`src/rtl/cam_lru_flush_if.sv`:
```
// Bus bundle for cam_lru_flush: request/response signals named from the CAM's side.
// slave = the CAM, master = the requester driving operations.
interface cam_lru_flush_if #(
    parameter int key_width_p = 8,
    parameter int val_width_p = 32,
    parameter int camsize_p   = 8
);
    localparam int idx_w = $clog2(camsize_p);

    logic                   ready_o;
    logic                   w_v_i;
    logic [key_width_p-1:0] w_key_i;
    logic [val_width_p-1:0] w_data_i;
    logic                   r_v_i;
    logic [key_width_p-1:0] r_key_i;
    logic                   inv_v_i;
    logic                   flush_i;
    logic [val_width_p-1:0] rdata_o;
    logic                   valid_o;
    logic [idx_w-1:0]       rindex_o;
    logic                   wdone_o;
    logic [idx_w-1:0]       windex_o;
    logic                   evict_o;
    logic [key_width_p-1:0] evict_key_o;
    logic [idx_w:0]         occupancy_o;
    logic [31:0]            hit_count_o;
    logic [31:0]            evict_count_o;

    modport slave (
        output ready_o, rdata_o, valid_o, rindex_o, wdone_o, windex_o,
               evict_o, evict_key_o, occupancy_o, hit_count_o, evict_count_o,
        input  w_v_i, w_key_i, w_data_i, r_v_i, r_key_i, inv_v_i, flush_i
    );

    modport master (
        input  ready_o, rdata_o, valid_o, rindex_o, wdone_o, windex_o,
               evict_o, evict_key_o, occupancy_o, hit_count_o, evict_count_o,
        output w_v_i, w_key_i, w_data_i, r_v_i, r_key_i, inv_v_i, flush_i
    );
endinterface

```
`src/rtl/cam_lru_flush.sv`:
```
// Fully-associative CAM, true-LRU replacement, key invalidate and one-entry-per-cycle flush.
// Define CAM_STATS_EN to build the saturating hit/eviction counters.
module cam_lru_flush #(
    parameter int key_width_p = 8,
    parameter int val_width_p = 32,
    parameter int camsize_p   = 8
) (
    input logic          clk_i,
    input logic          rst_ni,
    cam_lru_flush_if.slave bus
);
    localparam int idx_w = $clog2(camsize_p);
    typedef logic [idx_w-1:0] idx_t;
    typedef logic [idx_w:0] occ_t;
    typedef logic [camsize_p-1:0][idx_w-1:0] ages_t;
    typedef enum logic {IDLE, FLUSH} state_e;

    localparam idx_t LAST = idx_t'(camsize_p - 1);

    state_e state_q, state_d;
    idx_t   fl_idx_q, fl_idx_d;

    logic [camsize_p-1:0]                  valid_q, valid_d;
    logic [camsize_p-1:0][key_width_p-1:0] key_q, key_d;
    logic [camsize_p-1:0][val_width_p-1:0] val_q, val_d;
    ages_t                                 age_q, age_d;

    logic r_hit, w_hit, free_ok, rd, wr, inv, evict;
    idx_t r_idx, w_hidx, free_idx, lru_idx, w_idx;
    occ_t occ_d, occ_q;

    logic                   rvalid_q, wdone_q, evict_q;
    logic [val_width_p-1:0] rdata_q;
    idx_t                   rindex_q, windex_q;
    logic [key_width_p-1:0] evict_key_q;

    // Entry t becomes MRU; everything younger than its old age ages by one.
    function automatic ages_t touch(input ages_t a, input idx_t t);
        touch = a;
        for (int i = 0; i < camsize_p; i++) begin
            if (idx_t'(i) == t) touch[i] = '0;
            else if (a[i] < a[t]) touch[i] = a[i] + idx_t'(1);
        end
    endfunction

    always_comb begin
        r_hit = 1'b0; r_idx = '0; w_hit = 1'b0; w_hidx = '0;
        free_ok = 1'b0; free_idx = '0; lru_idx = '0;
        // Descending scan so the lowest free index wins.
        for (int i = camsize_p - 1; i >= 0; i--) begin
            if (valid_q[i] && key_q[i] == bus.r_key_i) begin r_hit = 1'b1; r_idx = idx_t'(i); end
            if (valid_q[i] && key_q[i] == bus.w_key_i) begin w_hit = 1'b1; w_hidx = idx_t'(i); end
            if (!valid_q[i]) begin free_ok = 1'b1; free_idx = idx_t'(i); end
            if (age_q[i] == LAST) lru_idx = idx_t'(i);
        end
    end

    assign rd    = (state_q == IDLE) && bus.r_v_i;
    assign wr    = (state_q == IDLE) && bus.w_v_i;
    assign inv   = (state_q == IDLE) && bus.inv_v_i && r_hit;
    assign w_idx = w_hit ? w_hidx : (free_ok ? free_idx : lru_idx);
    assign evict = wr && !w_hit && !free_ok;

    always_comb begin
        state_d  = state_q;
        fl_idx_d = fl_idx_q;
        if (state_q == IDLE) begin
            if (bus.flush_i) begin
                state_d  = FLUSH;
                fl_idx_d = '0;
            end
        end else begin
            fl_idx_d = fl_idx_q + idx_t'(1);
            if (fl_idx_q == LAST) state_d = IDLE;
        end
    end

    always_comb begin
        valid_d = valid_q;
        key_d   = key_q;
        val_d   = val_q;
        age_d   = age_q;
        if (state_q == FLUSH) begin
            valid_d[fl_idx_q] = 1'b0;
            if (fl_idx_q == LAST)
                for (int i = 0; i < camsize_p; i++) age_d[i] = idx_t'(i);
        end else begin
            // Read touch first so a same-cycle write leaves its entry as MRU.
            if (rd && r_hit) age_d = touch(age_d, r_idx);
            if (wr) age_d = touch(age_d, w_idx);
            if (inv) valid_d[r_idx] = 1'b0;
            if (wr) begin
                valid_d[w_idx] = 1'b1;
                key_d[w_idx]   = bus.w_key_i;
                val_d[w_idx]   = bus.w_data_i;
            end
        end
    end

    always_comb begin
        occ_d = '0;
        for (int i = 0; i < camsize_p; i++) occ_d = occ_d + occ_t'(valid_d[i]);
    end

    always_ff @(posedge clk_i or negedge rst_ni) begin
        if (!rst_ni) begin
            state_q     <= IDLE;
            fl_idx_q    <= '0;
            valid_q     <= '0;
            key_q       <= '0;
            val_q       <= '0;
            for (int i = 0; i < camsize_p; i++) age_q[i] <= idx_t'(i);
            occ_q       <= '0;
            rvalid_q    <= 1'b0;
            rdata_q     <= '0;
            rindex_q    <= '0;
            wdone_q     <= 1'b0;
            windex_q    <= '0;
            evict_q     <= 1'b0;
            evict_key_q <= '0;
        end else begin
            state_q     <= state_d;
            fl_idx_q    <= fl_idx_d;
            valid_q     <= valid_d;
            key_q       <= key_d;
            val_q       <= val_d;
            age_q       <= age_d;
            occ_q       <= occ_d;
            rvalid_q    <= rd && r_hit;
            rdata_q     <= (rd && r_hit) ? val_q[r_idx] : '0;
            rindex_q    <= (rd && r_hit) ? r_idx : '0;
            wdone_q     <= wr;
            windex_q    <= wr ? w_idx : '0;
            evict_q     <= evict;
            evict_key_q <= evict ? key_q[lru_idx] : '0;
        end
    end

    assign bus.ready_o     = (state_q == IDLE);
    assign bus.valid_o     = rvalid_q;
    assign bus.rdata_o     = rdata_q;
    assign bus.rindex_o    = rindex_q;
    assign bus.wdone_o     = wdone_q;
    assign bus.windex_o    = windex_q;
    assign bus.evict_o     = evict_q;
    assign bus.evict_key_o = evict_key_q;
    assign bus.occupancy_o = occ_q;

`ifdef CAM_STATS_EN
    logic [31:0] hit_cnt_q, ev_cnt_q;

    always_ff @(posedge clk_i or negedge rst_ni) begin
        if (!rst_ni) begin
            hit_cnt_q <= '0;
            ev_cnt_q  <= '0;
        end else begin
            if (rd && r_hit && hit_cnt_q != '1) hit_cnt_q <= hit_cnt_q + 32'd1;
            if (evict && ev_cnt_q != '1) ev_cnt_q <= ev_cnt_q + 32'd1;
        end
    end

    assign bus.hit_count_o   = hit_cnt_q;
    assign bus.evict_count_o = ev_cnt_q;
`else
    assign bus.hit_count_o   = '0;
    assign bus.evict_count_o = '0;
`endif
endmodule

```
`src/flat_wrapper.sv`:
```
// flat-port wrapper written by rule: the top's interface ports become plain ports
module cam_lru_flush_flat 
#(
    parameter int key_width_p = 8,
    parameter int val_width_p = 32,
    parameter int camsize_p   = 8
)
  (clk_i, rst_ni, bus_ready_o, bus_rdata_o, bus_valid_o, bus_rindex_o, bus_wdone_o, bus_windex_o, bus_evict_o, bus_evict_key_o, bus_occupancy_o, bus_hit_count_o, bus_evict_count_o, bus_w_v_i, bus_w_key_i, bus_w_data_i, bus_r_v_i, bus_r_key_i, bus_inv_v_i, bus_flush_i);
  cam_lru_flush_if #(.key_width_p(key_width_p), .val_width_p(val_width_p), .camsize_p(camsize_p)) bus_i ();
  input logic clk_i;
  input logic rst_ni;
  output wire logic [$bits(bus_i.ready_o)-1:0] bus_ready_o;
  output wire logic [$bits(bus_i.rdata_o)-1:0] bus_rdata_o;
  output wire logic [$bits(bus_i.valid_o)-1:0] bus_valid_o;
  output wire logic [$bits(bus_i.rindex_o)-1:0] bus_rindex_o;
  output wire logic [$bits(bus_i.wdone_o)-1:0] bus_wdone_o;
  output wire logic [$bits(bus_i.windex_o)-1:0] bus_windex_o;
  output wire logic [$bits(bus_i.evict_o)-1:0] bus_evict_o;
  output wire logic [$bits(bus_i.evict_key_o)-1:0] bus_evict_key_o;
  output wire logic [$bits(bus_i.occupancy_o)-1:0] bus_occupancy_o;
  output wire logic [$bits(bus_i.hit_count_o)-1:0] bus_hit_count_o;
  output wire logic [$bits(bus_i.evict_count_o)-1:0] bus_evict_count_o;
  input wire logic [$bits(bus_i.w_v_i)-1:0] bus_w_v_i;
  input wire logic [$bits(bus_i.w_key_i)-1:0] bus_w_key_i;
  input wire logic [$bits(bus_i.w_data_i)-1:0] bus_w_data_i;
  input wire logic [$bits(bus_i.r_v_i)-1:0] bus_r_v_i;
  input wire logic [$bits(bus_i.r_key_i)-1:0] bus_r_key_i;
  input wire logic [$bits(bus_i.inv_v_i)-1:0] bus_inv_v_i;
  input wire logic [$bits(bus_i.flush_i)-1:0] bus_flush_i;
  assign bus_ready_o = bus_i.ready_o;
  assign bus_rdata_o = bus_i.rdata_o;
  assign bus_valid_o = bus_i.valid_o;
  assign bus_rindex_o = bus_i.rindex_o;
  assign bus_wdone_o = bus_i.wdone_o;
  assign bus_windex_o = bus_i.windex_o;
  assign bus_evict_o = bus_i.evict_o;
  assign bus_evict_key_o = bus_i.evict_key_o;
  assign bus_occupancy_o = bus_i.occupancy_o;
  assign bus_hit_count_o = bus_i.hit_count_o;
  assign bus_evict_count_o = bus_i.evict_count_o;
  assign bus_i.w_v_i = bus_w_v_i;
  assign bus_i.w_key_i = bus_w_key_i;
  assign bus_i.w_data_i = bus_w_data_i;
  assign bus_i.r_v_i = bus_r_v_i;
  assign bus_i.r_key_i = bus_r_key_i;
  assign bus_i.inv_v_i = bus_inv_v_i;
  assign bus_i.flush_i = bus_flush_i;
  cam_lru_flush #(.key_width_p(key_width_p), .val_width_p(val_width_p), .camsize_p(camsize_p)) u_core (.clk_i(clk_i), .rst_ni(rst_ni), .bus(bus_i));
endmodule
```
`config.mk`:
```
export PLATFORM = sky130hd
export DESIGN_NAME = cam_lru_flush_flat
export DESIGN_NICKNAME = d
export VERILOG_FILES = /design/src/rtl/cam_lru_flush_if.sv /design/src/rtl/cam_lru_flush.sv /design/src/flat_wrapper.sv
export SDC_FILE = /design/constraint.sdc
export NUM_CORES = 1
export LEC_CHECK = 0
export BUFFER_PORTS_ARGS = -buffer_cell sky130_fd_sc_hd__buf_4
export CELL_PAD_IN_SITES_DETAIL_PLACEMENT = 1
export CELL_PAD_IN_SITES_GLOBAL_PLACEMENT = 2
export CORE_AREA = 2 2 247 249
export DETAILED_ROUTE_END_ITERATION = 10
export DIE_AREA = 0 0 249 251
export PLACE_DENSITY = 0.86
export SETUP_SLACK_MARGIN = 0.02
export SLEW_MARGIN = 5
export SYNTH_ARGS = -nofsm -noshare
export SYNTH_HDL_FRONTEND = slang
export SYNTH_SLANG_ARGS = --single-unit
```
`constraint.sdc`:
```
create_clock -name clk_i -period 8.3 [get_ports clk_i]
set_input_delay 0.415 -clock clk_i [delete_from_list [all_inputs] [get_ports clk_i]]
set_output_delay 0.415 -clock clk_i [all_outputs]
set_load 0.005 [all_outputs]
```
Yosys cells after proc, flatten, opt, wreduce, memory -nomap -nowiden:

Cells that the tools add are included.

* $add $sub $neg: 24
* bitwise gates (word level): 6
* muxes and demuxes: 128
* reductions and logical operators: 32
* order comparisons: 23
* equality and inequality tests: 40

Operator list (count)
* bitwise mux 256 bit: 1
* two-way mux 3 bit: 72
* == test 8 bit: 16
* two-way mux 24 bit: 5
* binary-select mux 32 bit (select 3 bit): 1
* demux 32 bit (select 3 bit): 1
* two-way mux 32 bit: 3
* bitwise mux 64 bit: 1
* two-way mux 8 bit: 7
* adder 3 x 1 -> 3 bit, second input constant: 17
* < comparator 3 bit: 16
* two-way mux 1 bit: 30
* == test 3 bit, second input constant: 9
* logical AND 1 bit: 26
* adder 4 x 1 -> 4 bit: 6
* binary-select mux 8 bit (select 3 bit): 1
* demux 8 bit (select 3 bit): 1
* == test 3 bit, first input constant: 8
* binary-select mux 3 bit (select 3 bit): 2
* bitwise AND 8 bit: 2
* < comparator 3 x 4 -> 1 bit, second input constant: 4
* NOT 8 bit: 2
* == test 2 x 3 -> 1 bit, first input constant: 4
* demux 1 bit (select 3 bit): 3
* 10 further kinds: 15

* output and inout bits: 118
* input bits: 54
* register bits: 409
* logic and storage cells: 288

Logic depth before layout (Yosys ltp):

Gate-level depths: netlist (run 1).

* depth in word-level cells: 28
* mapped depth: 32
* gate-level depth less buffers: 26

Least setup slack after synthesis (run 1):

OpenSTA, ideal clock, no wires.

* path kind: input port to flip-flop
* start: in bus_r_key_i[5]
* end: reg u_core.age_q[19] (netlist bit)
* path buffers: 5
* required time: 8227 ps
* arrival: 5893 ps
* setup time: 73 ps
* setup slack: 2334 ps
* stages: 28
* cell sequence: buf_6 > xnor2_1 > nand3_1 > or3_4 > a41oi_2 > or2_1 > buf_2 > clkbuf_1 > buf_1 > o22ai_1 > nor2_1 > o221ai_1 > o21a_1 > ha_1 > nor2_1 > o21ai_1 > or2_2 > and2_1 > a2111oi_2 > nor4_1 > a2111oi_0 > a21bo_2 > o22ai_4 > buf_6 > o21ai_1 > a311oi_2 > mux2_1 > a21oi_1

* longest elaborated chain between the ends: 24
* elaborated cells on any way between the ends: 77
* those cells by class: 1 x add/sub; 9 x order compare; 15 x eq/ne; 42 x mux; 10 x reduce/logical

Ends and longest elaborated chain
* start: declaration: line flat_wrapper.sv:27 `input wire logic [$bits(bus_i.r_key_i)-1:0] bus_r_key_i;`
* == test 8 bit: line cam_lru_flush.sv:51 `if (valid_q[i] && key_q[i] == bus.r_key_i) begin r_hit = 1'b1; r_idx = idx_t'(i); end`
* logical AND 1 bit: line cam_lru_flush.sv:51
* two-way mux 3 bit (8 in series): line cam_lru_flush.sv:51
* binary-select mux 3 bit (select 3 bit): line cam_lru_flush.sv:42 `else if (a[i] < a[t]) touch[i] = a[i] + idx_t'(1);`
* two-way mux 3 bit (not written as such): line cam_lru_flush.sv:42
* < comparator 3 bit: line cam_lru_flush.sv:42
* two-way mux 3 bit: line cam_lru_flush.sv:42
* two-way mux 3 bit: line cam_lru_flush.sv:41 `if (idx_t'(i) == t) touch[i] = '0;`
* two-way mux 24 bit (*): line cam_lru_flush.sv:89 `if (rd && r_hit) age_d = touch(age_d, r_idx);`
* two-way mux 24 bit (*): line cam_lru_flush.sv:83 `if (state_q == FLUSH) begin`
* binary-select mux 3 bit (select 3 bit): line cam_lru_flush.sv:42
* two-way mux 3 bit (not written as such): line cam_lru_flush.sv:42
* < comparator 3 bit: line cam_lru_flush.sv:42
* two-way mux 3 bit: line cam_lru_flush.sv:42
* two-way mux 3 bit: line cam_lru_flush.sv:41
* two-way mux 24 bit (*): line cam_lru_flush.sv:90 `if (wr) age_d = touch(age_d, w_idx);`
* two-way mux 24 bit (*): line cam_lru_flush.sv:83
* end signal: assignment: line cam_lru_flush.sv:127 `age_q <= age_d;`
* end: declaration: line cam_lru_flush.sv:26 `ages_t age_q, age_d;`

Mark *: on every way between the ends. The rest lies on a longest branch, timed or not. The select of a mux whose other input is x is not followed.
A chain may end at the register's enable or synchronous reset.

Worst setup path after layout (run 1):

* start: reg u_core.key_q[36] (netlist bit)
* end: reg u_core.age_q[19] (netlist bit)

* longest elaborated chain between the ends: 21
* elaborated cells on any way between the ends: 71
* those cells by class: 1 x add/sub; 9 x order compare; 10 x eq/ne; 47 x mux; 4 x reduce/logical

Ends and longest elaborated chain
* start: declaration: line cam_lru_flush.sv:24 `logic [camsize_p-1:0][key_width_p-1:0] key_q, key_d;`
* start signal: assignment: line cam_lru_flush.sv:125 `key_q <= key_d;`
* == test 8 bit: line cam_lru_flush.sv:51
* logical AND 1 bit: line cam_lru_flush.sv:51
* two-way mux 3 bit (5 in series): line cam_lru_flush.sv:51
* binary-select mux 3 bit (select 3 bit): line cam_lru_flush.sv:42
* two-way mux 3 bit (not written as such): line cam_lru_flush.sv:42
* < comparator 3 bit: line cam_lru_flush.sv:42
* two-way mux 3 bit: line cam_lru_flush.sv:42
* two-way mux 3 bit: line cam_lru_flush.sv:41
* two-way mux 24 bit: line cam_lru_flush.sv:89
* two-way mux 24 bit: line cam_lru_flush.sv:83
* binary-select mux 3 bit (select 3 bit): line cam_lru_flush.sv:42
* two-way mux 3 bit (not written as such): line cam_lru_flush.sv:42
* < comparator 3 bit: line cam_lru_flush.sv:42
* two-way mux 3 bit: line cam_lru_flush.sv:42
* two-way mux 3 bit: line cam_lru_flush.sv:41
* two-way mux 24 bit (*): line cam_lru_flush.sv:90
* two-way mux 24 bit (*): line cam_lru_flush.sv:83

Marks and branches as above.

==> metrics.txt, run 1 <==
status=finished, final reports clean; Slew Viols, Final=0; height of the die=approximately 250 um; cell count after synthesis=2391; number of global-route vias before repair=20666; wire length on met1=34500 um; antenna violations before repair=2; power share of the sequential group=36.9%; maxcap violations=0; WL/cell=24.4 um; Leak=11.8 nW; register area=about 10000 um^2; fmax=0.143 GHz; # rows=90; crit path DAT=between 7000 and 8000 ps; first drt pass iteration count=6; final worst-path cycle share=84.5%; GPL Wtd Cong=about 0.98; Clock Power Share=between 20% and 30%; register area share after synthesis=44.2%; Die X=249 um; Clock Path Buffers=3; Pwr Density=about 310 nW/um^2; post-synthesis cell area=between 20000 and 25000 um^2; critical path startpoint category=flip-flop; Final min period=7010 ps; clk slew on worst S/H paths=~60 ps; commonest cells in the netlist=dfrtp_1, nand2_1, mux2_2; number of buffers created by CTS=47; Critical Path RT=8810 ps; setup TNS=0 ps; area of the multi-input gates=12000 um^2; Synth area leaders=dfrtp_1, mux2_2, nand2_1, xnor2_1, nor2_1; # DRC=0; layout cells sized above 1=21.7%; largest net degree at the start of global routing=between 100 and 150; Crit. End Element=flip-flop; Starting Density=38.8%; Post-synth ARST share=100%; Post-DRT Antenna Nets=0; Min-Delay Path Class=in2reg; syn avg cell area=9.70 um^2; final clock skew=44.4 ps; Sw Share=40.6%; Std-Cell Core Area=roughly 60000 um^2; r2r worst-path depth=23; reg2reg setup slack=1290 ps; fill cell count=6707; GRT overflow=0; flops & latches, synth=409; Synth Warn #=0; gr usage total=25.4%; Nets=2533; Post-synth EDFFs=0; share of the synthesized area in the top cell type=42.8%; port buffer count=~110; Die ar.=62500 um^2; combinational fraction of design power=38.1%; met3 wire length=around 4500 um; Final Hold Viols=0; predominant post-synthesis flop cell=dfrtp_1; CTS tree=built; Yosys top cell by area=dfrtp_1; vias post-DR=19195; Core Util, Final=a little over two fifths; met2 routed WL=37700 um; clock sinks=~400; critical path fanouts, max=51; worst vdd ir=0.000156 V; CTS H-Tree Depth=2; Routed WL=roughly 79000 um; Worst-Skew Late Latency=slightly above 600 ps; detailed placer's ending HPWL=52100 um; vias per cell=about 5.9; Worst-Margin Slew=1060 ps; DRT iter0 DRCs=1315; hold path depth=3; area grow syn2layout=11.8%; first-pass GRT wire length=124000 um; Internal=around 0.0048 W; Crit Path Class=reg2reg; final setup vio count=0; clock root buffer=clkbuf_16; Top Ports=between 150 and 200; top routing layer in use=met5; synth unique cells=107; most frequent cell after synthesis=dfrtp_1; Slew headroom=slightly below 30%; NetSw=0.00330 W; unrepaired setup endpoints after global routing=false
power by group through the flow:
stage / combinational (W) / clock, W / sequential [W]
after CTS: 0.00308 / 0.00208 / 0.00298
final: 0.00310 / 0.00203 / 0.00300
after detailed placement: 0.00306 / 0 / 0.00301
after global routing: 0.00342 / 0.00216 / 0.00304
after floorplan: 0.00228 / 0 / 0.00277
after global placement: 0.00291 / 0 / 0.00297
routing by layer:
metal / up-vias / GRT usage, %
met2: 545 / 41.9
met3: 171 / 4.70
met1: 9979 / 33.1
met4: 2 / 9.73
li1: 8498 / -
met5: - / 0
logic make-up (layout without fill, tap and decap cells):
group                    Yosys count  in the layout  synth area share (%)
other                              1             65                0.0162
multiplexers                     245            245                  11.9
AND/OR/NAND/NOR                  847            847                  16.5
flip-flops                       409            409                  44.2
AO/OA/AOI/OAI                    464            464                  14.4
adder cells (fa/ha/maj)           46             46                  2.57
buffers and inverters            250            267                  5.66
XOR/XNOR                         129            129                  4.87
layout make-up:
type	instances	share of cell area, %
inverter	40	0.579
clock buffer	67	5.25
antenna	1	0.00964
timing repair buffer	145	4.28
multi-input combinational	1795	46.1
sequential	409	39.5
clock inverter	15	0.550
tap	782	3.77
state kept, by name (all words and copies together) (netlist names):
register	count
u_core.valid_q	8
u_core.bus.rdata_o	32
u_core.bus.occupancy_o	4
u_core.state_q	1
u_core.val_q	256
u_core.bus.wdone_o	1
u_core.fl_idx_q	3
u_core.bus.evict_key_o	8
u_core.bus.windex_o	3
u_core.age_q	24
u_core.bus.rindex_o	3
u_core.key_q	64
u_core.bus.valid_o	1
u_core.bus.evict_o	1
placed cells by master (no fill, tap or decap), types with 11 or more instances in the layout:
cell | netlist | final
ha_1 | 37 | 37
o21ai_1 | 14 | 14
buf_4 | 67 | 142
nor3_1 | 96 | 95
or3_1 | 21 | 21
o21ai_0 | 66 | 66
nor2_1 | 187 | 181
xnor2_1 | 119 | 119
mux2_2 | 240 | 240
dfrtp_1 | 397 | 397
dfstp_2 | 12 | 12
clkbuf_8 | 0 | 11
conb_1 | 1 | 64
o22ai_1 | 74 | 74
a31oi_1 | 14 | 14
and3_1 | 13 | 13
a22oi_1 | 35 | 35
nand3_1 | 58 | 57
nand2b_1 | 13 | 13
inv_1 | 35 | 34
nor4_1 | 11 | 11
o211ai_1 | 30 | 30
o31ai_1 | 12 | 12
a21oi_1 | 74 | 74
nand2_1 | 365 | 360
clkbuf_16 | 0 | 47
nand4_1 | 31 | 31
metrics by stage:
stage / std cells / worst slack, ps / power [W] / area [um^2] / hold slack, ps
2_1_floorplan: 2454 / 2330 / 0.00506 / 23400 / 119
3_3_place_gp: 3170 / 1580 / 0.00588 / 24400 / 458
3_5_place_dp: 3170 / 1340 / 0.00607 / 24400 / 467
4_1_cts: 3253 / 1400 / 0.00814 / 25900 / 39.5
5_1_grt: 3254 / 972 / 0.00863 / 25900 / 62.9
6_report: 3254 / 1290 / 0.00813 / 25900 / 62.1
timing repair:
| action | CTS | global route |
|---|---|---|
| endpoints found under the hold margin | 99 | 0 |
| setup buffers | 0 | 0 |
| resized for setup | 0 | 0 |
| hold buffers | 1 | 0 |
critical path, cell delays in order (launching register included):
cell       delay [ps]
dfrtp_1           440
xnor2_1           220
nand4_1           180
or3_1             490
o211ai_1          160
nand2_1           140
nand3_2           110
buf_4             600
o22ai_1           190
o21a_1            370
ha_1              280
nor2_1            120
o21ai_1           170
or2_2             350
and2_1            200
a2111oi_2         390
nor4_1            110
a2111oi_0         310
a21bo_2           310
a21oi_4           670
o21ai_1           230
a311oi_2          340
mux2_1            360
a21oi_1           130
final timing paths:
check | start | end
worst min register to register | u_core.val_q[70] | u_core.val_q[70]
worst max-delay path | u_core.key_q[36] | u_core.age_q[19]
worst max register to register | u_core.key_q[36] | u_core.age_q[19]
max in group asynchronous | rst_ni | u_core.val_q[229]
worst min-delay path | bus_w_data_i[0] | u_core.val_q[64]
min in group asynchronous | rst_ni | u_core.key_q[54]
Power figures use the tool's default switching activity.
==> run 2: changes to the inputs <==
==> constraint.sdc (replaced) <==
create_clock -name clk_i -period 6.61 [get_ports clk_i]
set_input_delay 0.3305 -clock clk_i [delete_from_list [all_inputs] [get_ports clk_i]]
set_output_delay 0.3305 -clock clk_i [all_outputs]
set_load 0.005 [all_outputs]
==> run 2 against run 1 <==
Hold slack got worse by 41 ps. Sequential share of layout area down 1.0 points. Critical path depth unchanged. Non-clock buffer count is 56 higher. Count of clock-buffer cells in the layout increased by 2. Critical path type unchanged. Largest power group unchanged.
==> metrics.txt, run 2 (same netlist as run 1, synthesis figures left out) <==
status=finished, final reports clean (unchanged); Nets=2590 (was 2533); Die X=249 um (unchanged); crit path DAT=6580 ps (was 7520 ps); Crit-path slowest cell=nor3_1 (was a21oi_4); Worst-Skew Late Latency=630 ps (was 620 ps); Starting Density=38.8% (unchanged); # rows=90 (unchanged); Die ar.=62500 um^2 (unchanged); layout cells sized above 1=22.2% (was 21.7%); DRT iter0 DRCs=1261 (was 1315); CP top delay family=compound AO/OA/AOI/OAI gates (unchanged); first drt pass iteration count=7 (was 6); first-pass GRT wire length=125000 um (was 124000 um); final worst-path cycle share=92.4% (was 84.5%); Post-DRT Antenna Nets=0 (unchanged); critical path fanouts, max=18 (was 51); final clock skew=58.1 ps (was 44.4 ps); commonest non-fill, non-tap cell in the layout=dfrtp_1 (unchanged); Min-Delay Path Class=in2reg (unchanged); number of global-route vias before repair=20899 (was 20666); Top Ports=172 (unchanged); fmax=0.164 GHz (was 0.143 GHz); GPL Wtd Cong=0.947 (was 0.980); fill cell count=6647 (was 6707); GRT overflow=0 (unchanged); register with the most flip-flops=u_core.val_q (unchanged); Final min period=6110 ps (was 7010 ps); Slew headroom=19.5% (was 29.5%); Slew Viols, Final=0 (unchanged); largest net degree at the start of global routing=159 (was 119); Largest register FFs=256 (unchanged); WL/cell=24.5 um (was 24.4 um); delay of the slowest critical-path stage=500 ps (was 670 ps); Crit. End Element=flip-flop (unchanged); Clock Path Buffers=3 (unchanged); Critical Path RT=7080 ps (was 8810 ps); CP Buf/Inv Count=1 (unchanged); height of the die=251 um (unchanged); unrepaired setup endpoints after global routing=false (unchanged); clk slew on worst S/H paths=60 ps (about the same); Leak=12.1 nW (was 11.8 nW); CTS H-Tree Depth=2 (unchanged); vias per cell=5.83 (was 5.90); most frequent cells in the layout=dfrtp_1, nand2_1, mux2_2 (unchanged); Core Util, Final=44.5% (was 43.4%); Std-Cell Core Area=59800 um^2 (unchanged); vias post-DR=19322 (was 19195); clock root buffer=clkbuf_16 (unchanged); critical path startpoint category=flip-flop (unchanged); Crit Path Class=reg2reg (unchanged); gr usage total=25.7% (was 25.4%); # DRC=0 (unchanged); Routed WL=81300 um (was 79400 um); detailed placer's ending HPWL=52800 um (was 52100 um); maxcap violations=0 (unchanged); worst vdd ir=0.000215 V (was 0.000156 V); CTS tree=built (unchanged); crit-path cells=xnor2_1, nand4_1, nor3_1, nor2_1, and3_1, nor2_4, o22ai_1, o21a_1, ha_1, nor2_1, o21ai_1, or2_2, and2_1, a2111oi_2, nor4_1, a2111oi_1, a21bo_2, a21oi_4, buf_4, o32ai_2, a21oi_1, o21ai_1, a32o_1 (was xnor2_1, nand4_1, or3_1, o211ai_1, nand2_1, nand3_2, buf_4, o22ai_1, o21a_1, ha_1, nor2_1, o21ai_1, or2_2, and2_1, a2111oi_2, nor4_1, a2111oi_0, a21bo_2, a21oi_4, o21ai_1, a311oi_2, mux2_1, a21oi_1); number of buffers created by CTS=48 (was 47); Pwr Density=397 nW/um^2 (was 313 nW/um^2); Worst-Margin Slew=1200 ps (was 1060 ps); area grow syn2layout=14.8% (was 11.8%); antenna violations before repair=6 (was 2); Final Hold Viols=0 (unchanged); clock sinks=409 (unchanged); setup TNS=0 ps (unchanged); final setup vio count=0 (unchanged); port buffer count=107 (unchanged)
## run 2: per-layer routing
metal	up-vias	track usage, %	routed length [um]
met1	10044	32.5	34600
met2	495	44.7	39900
met5	-	0	22
met4	4	8.16	2480
li1	8617	-	-
met3	162	4.43	4220
## run 2: repair_timing
item	in CTS	in global routing
buffers inserted	0	5
gates resized for setup	0	1
setup endpoints to repair	0	6
hold endpoints to repair	154	0
hold buffers	31	0
## run 2: final cells by class
type | count | area [um^2] | share of cell area, %
inverters | 40 | 150 | 0.564
diodes | 3 | 7.51 | 0.0282
repair buffers | 201 | 1630 | 6.13
clock buffers | 69 | 1370 | 5.15
multi-input cells | 1795 | 11900 | 44.9
well taps | 782 | 978 | 3.67
flip-flops and latches | 409 | 10200 | 38.5
clock inverters | 18 | 290 | 1.09
## run 2: power breakdown
part           switching [W]  leakage, nW  internal, W
sequential          0.000631         5.41      0.00310
combinational        0.00242         5.89      0.00160
clock                0.00113        0.818      0.00168
## run 2: metrics by stage
stage / total power (W) / cells / instance area, um^2 / hold WS, ps / worst slack (ps)
after CTS: 0.0106 / 3309 / 26600 / 0.439 / 503
final: 0.0106 / 3317 / 26600 / 21.0 / 501
after floorplan: 0.00635 / 2454 / 23400 / 34.9 / 729
after global routing: 0.0112 / 3315 / 26600 / 28.4 / 66.7
after detailed placement: 0.00767 / 3191 / 24600 / 446 / 600
after global placement: 0.00746 / 3191 / 24600 / 433 / 669
## run 2: worst reg2reg max path: stages (launching register included)
cell and delay (ps):
dfrtp_1 480, xnor2_1 220, nand4_1 150, nor3_1 500, nor2_1 230, and3_1 320
nor2_4 150, o22ai_1 80, o21a_1 190, ha_1 200, nor2_1 100, o21ai_1 170
or2_2 350, and2_1 190, a2111oi_2 390, nor4_1 140, a2111oi_1 360, a21bo_2 330
a21oi_4 240, buf_4 310, o32ai_2 140, a21oi_1 300, o21ai_1 140, a32o_1 270
## run 2: worst paths after layout
path / start / end / slack (ps) / cells after the start
hold reg to reg: u_core.val_q[72] / u_core.val_q[72] / 480 / 2
setup / recovery: u_core.key_q[26] / u_core.age_q[8] / 500 / 23
min in group asynchronous: rst_ni / u_core.key_q[62] / 350 / 2
setup reg to reg: u_core.key_q[26] / u_core.age_q[8] / 500 / 23
max in group asynchronous: rst_ni / u_core.val_q[187] / 4830 / 3
hold / removal: bus_w_data_i[24] / u_core.val_q[88] / 20 / 3
==> run 3: changes to the inputs <==
--- a/config.mk
+++ b/config.mk
@@ -8,10 +8,10 @@
 export BUFFER_PORTS_ARGS = -buffer_cell sky130_fd_sc_hd__buf_4
 export CELL_PAD_IN_SITES_DETAIL_PLACEMENT = 1
 export CELL_PAD_IN_SITES_GLOBAL_PLACEMENT = 2
-export CORE_AREA = 2 2 247 249
+export CORE_AREA = 2 2 239 241
 export DETAILED_ROUTE_END_ITERATION = 10
-export DIE_AREA = 0 0 249 251
-export PLACE_DENSITY = 0.86
+export DIE_AREA = 0 0 241 243
+export PLACE_DENSITY = 0.9
 export SETUP_SLACK_MARGIN = 0.02
 export SLEW_MARGIN = 5
 export SYNTH_ARGS = -nofsm -noshare
==> constraint.sdc (replaced) <==
create_clock -name clk_i -period 7.1 [get_ports clk_i]
set_input_delay 0.355 -clock clk_i [delete_from_list [all_inputs] [get_ports clk_i]]
set_output_delay 0.355 -clock clk_i [all_outputs]
set_load 0.005 [all_outputs]
==> run 3 against run 2 <==
Combinational power down 9.7%. Die area down 6.3%. Critical path depth up 1. Flip-flop and latch count unchanged. Fmax down 6.3%. Final cell count down 2.0%. Count of clock-buffer cells in the layout down 4. Via count about the same. Worst setup slack better by 77 ps. First-iteration DRC count up 20%. Design area down 1.5%. Critical path type unchanged. Critical endpoint unchanged. Largest cell class unchanged. Largest power group unchanged.
==> metrics.txt, run 3 (same netlist as run 1, synthesis figures left out) <==
status=finished, final reports clean (unchanged); Std-Cell Core Area=56000 um^2 (was 59800 um^2); Sw Share=39.5% (about the same); Internal=0.00589 W (was 0.00639 W); first drt pass iteration count=5 (was 7); Largest register FFs=256 (unchanged); final hold slack=20.6 ps (was 21.0 ps); final clock skew=21.7 ps (was 58.1 ps); WL/cell=24.7 um (was 24.5 um); power share of the sequential group=35.8% (was 35.3%); CTS H-Tree Depth=2 (unchanged); critical path startpoint category=flip-flop (unchanged); post-CTS setup buffer count=0 (unchanged); # DRC=0 (unchanged); clock sinks=409 (unchanged); GPL Wtd Cong=0.970 (was 0.947); final worst-path cycle share=91.9% (was 92.4%); port buffer count=107 (unchanged); setup TNS=0 ps (unchanged); vias per cell=5.95 (was 5.83); Leak=11.9 nW (was 12.1 nW); DRT iter0 DRCs=1509 (was 1261); reg2reg setup slack=580 ps (was 500 ps); register with the most flip-flops=u_core.val_q (unchanged); critical path fanouts, max=19 (was 18); CTS tree=built (unchanged); Final min period=6520 ps (was 6110 ps); height of the die=243 um (was 251 um); clk slew on worst S/H paths=60 ps (about the same); GRT overflow=0 (unchanged); Clock Power Share=27.0% (was 26.6%); largest net degree at the start of global routing=165 (was 159); commonest non-fill, non-tap cell in the layout=dfrtp_1 (unchanged); Worst-Margin Slew=1300 ps (was 1200 ps); Top Ports=172 (unchanged); crit path DAT=6990 ps (was 6580 ps); design area=26200 um^2 (was 26600 um^2); Slew Viols, Final=0 (unchanged); cell area after placement=24400 um^2 (was 24600 um^2); clock root buffer=clkbuf_16 (unchanged); Die ar.=58600 um^2 (was 62500 um^2); Critical Path RT=7570 ps (was 7080 ps); Crit. End Element=flip-flop (unchanged); first-pass GRT wire length=125000 um (about the same); detailed placer's ending HPWL=51900 um (was 52800 um); fmax=0.153 GHz (was 0.164 GHz); number of buffers created by CTS=47 (was 48); power consumption=0.00975 W (was 0.0106 W); Post-DRT Antenna Nets=0 (unchanged); area grow syn2layout=13.1% (was 14.8%); vias post-DR=19333 (was 19322); Clock Path Buffers=3 (unchanged); Die X=241 um (was 249 um); Min-Delay Path Class=in2reg (unchanged); most frequent cells in the layout=dfrtp_1, nand2_1, mux2_2 (unchanged); unrepaired setup endpoints after global routing=false (unchanged); Pwr Density=372 nW/um^2 (was 397 nW/um^2); NetSw=0.00386 W (was 0.00418 W); Resize count post-CTS=0 (unchanged); layout cells sized above 1=21.7% (was 22.2%); combinational fraction of design power=37.3% (was 38.1%); # rows=87 (was 90); final setup vio count=0 (unchanged); Final Hold Viols=0 (unchanged); number of global-route vias before repair=20810 (was 20899); worst vdd ir=0.000228 V (was 0.000215 V); Crit Path Class=reg2reg (unchanged); Nets=2549 (was 2590); gr usage total=27.5% (was 25.7%); Worst-Skew Late Latency=600 ps (was 630 ps); maxcap violations=0 (unchanged); Slew headroom=13.0% (was 19.5%); antenna violations before repair=3 (was 6); Routed WL=80100 um (was 81300 um); Starting Density=41.5% (was 38.8%)
[run 3: cell count changes in the layout (fill, tap and decap cells not counted), moves of 2 or more]
cell,previous run,this run
clkinv_4,0,3
diode_2,3,1
clkinv_2,8,11
clkbuf_1,12,10
clkbuf_8,9,7
buf_12,3,1
buf_4,166,144
dlygate4sd3_1,31,15
[run 3: final timing paths]
check	start	to	cells past startpoint
worst max register to register	u_core.key_q[20]	u_core.age_q[8]	24
worst min-delay path	bus_w_data_i[0]	u_core.val_q[64]	3
worst min register to register	u_core.val_q[83]	u_core.val_q[83]	2
worst max-delay path	u_core.key_q[20]	u_core.age_q[8]	24
max in group asynchronous	rst_ni	u_core.key_q[22]	3
min in group asynchronous	rst_ni	u_core.key_q[37]	2
[run 3: critical path, cell delays in order (launching register included)]
cell       delay [ps]
dfrtp_1           460
xnor2_1           360
nand4_1           210
or3_1             450
nand3_1           190
or2_2             190
o22ai_1            90
nor2_1            120
o221ai_1          120
o21a_1            290
ha_1              290
nor2_1            100
o21ai_1           170
or2_2             340
and2_1            180
a2111oi_2         370
nor4_1            120
a2111oi_0         440
a21bo_2           330
a21oi_4           510
buf_4             250
o32ai_2            90
a21oi_1           310
o21ai_1           120
a32o_1            260
[run 3: repair_timing]
item,in CTS,in global routing
hold buffers,15,0
endpoints found under the setup margin,0,0
endpoints found under the hold margin,130,0
[run 3: power groups by stage]
stage | registers (W) | clock network [W] | logic [W]
after floorplan | 0.00324 | 0 | 0.00267
after global placement | 0.00345 | 0 | 0.00341
after detailed placement | 0.00350 | 0 | 0.00356
after CTS | 0.00346 | 0.00268 | 0.00360
after global routing | 0.00354 | 0.00277 | 0.00399
final | 0.00349 | 0.00263 | 0.00363
[run 3: per-stage QoR]
stage,std cells,setup WS (ps),utilization (%)
CTS,3249,672,46.9
global route,3250,187,46.9
finish,3250,578,46.9
detailed placement,3146,663,43.6
global placement,3146,900,43.6
floorplan,2454,1190,-
[run 3: final cells by class]
type | count | area (um^2)
clock buffers | 65 | 1340
diodes | 1 | 2.50
flip-flops and latches | 409 | 10200
fillers | 6285 | 29700
inverters | 40 | 150
multi-input cells | 1795 | 11900
well taps | 756 | 946
repair buffers | 161 | 1270
clock inverters | 23 | 338
[run 3: layer usage]
metal  GRT usage (%)  share of wire, %  up-vias  wire (um)
met3            4.05               5.0      160       3990
met5               0             0.020        -         16
li1                -                 -     8533          -
met1            36.2                43    10089      34600
met2            46.2                49      549      39300
met4            8.82               2.8        2       2220
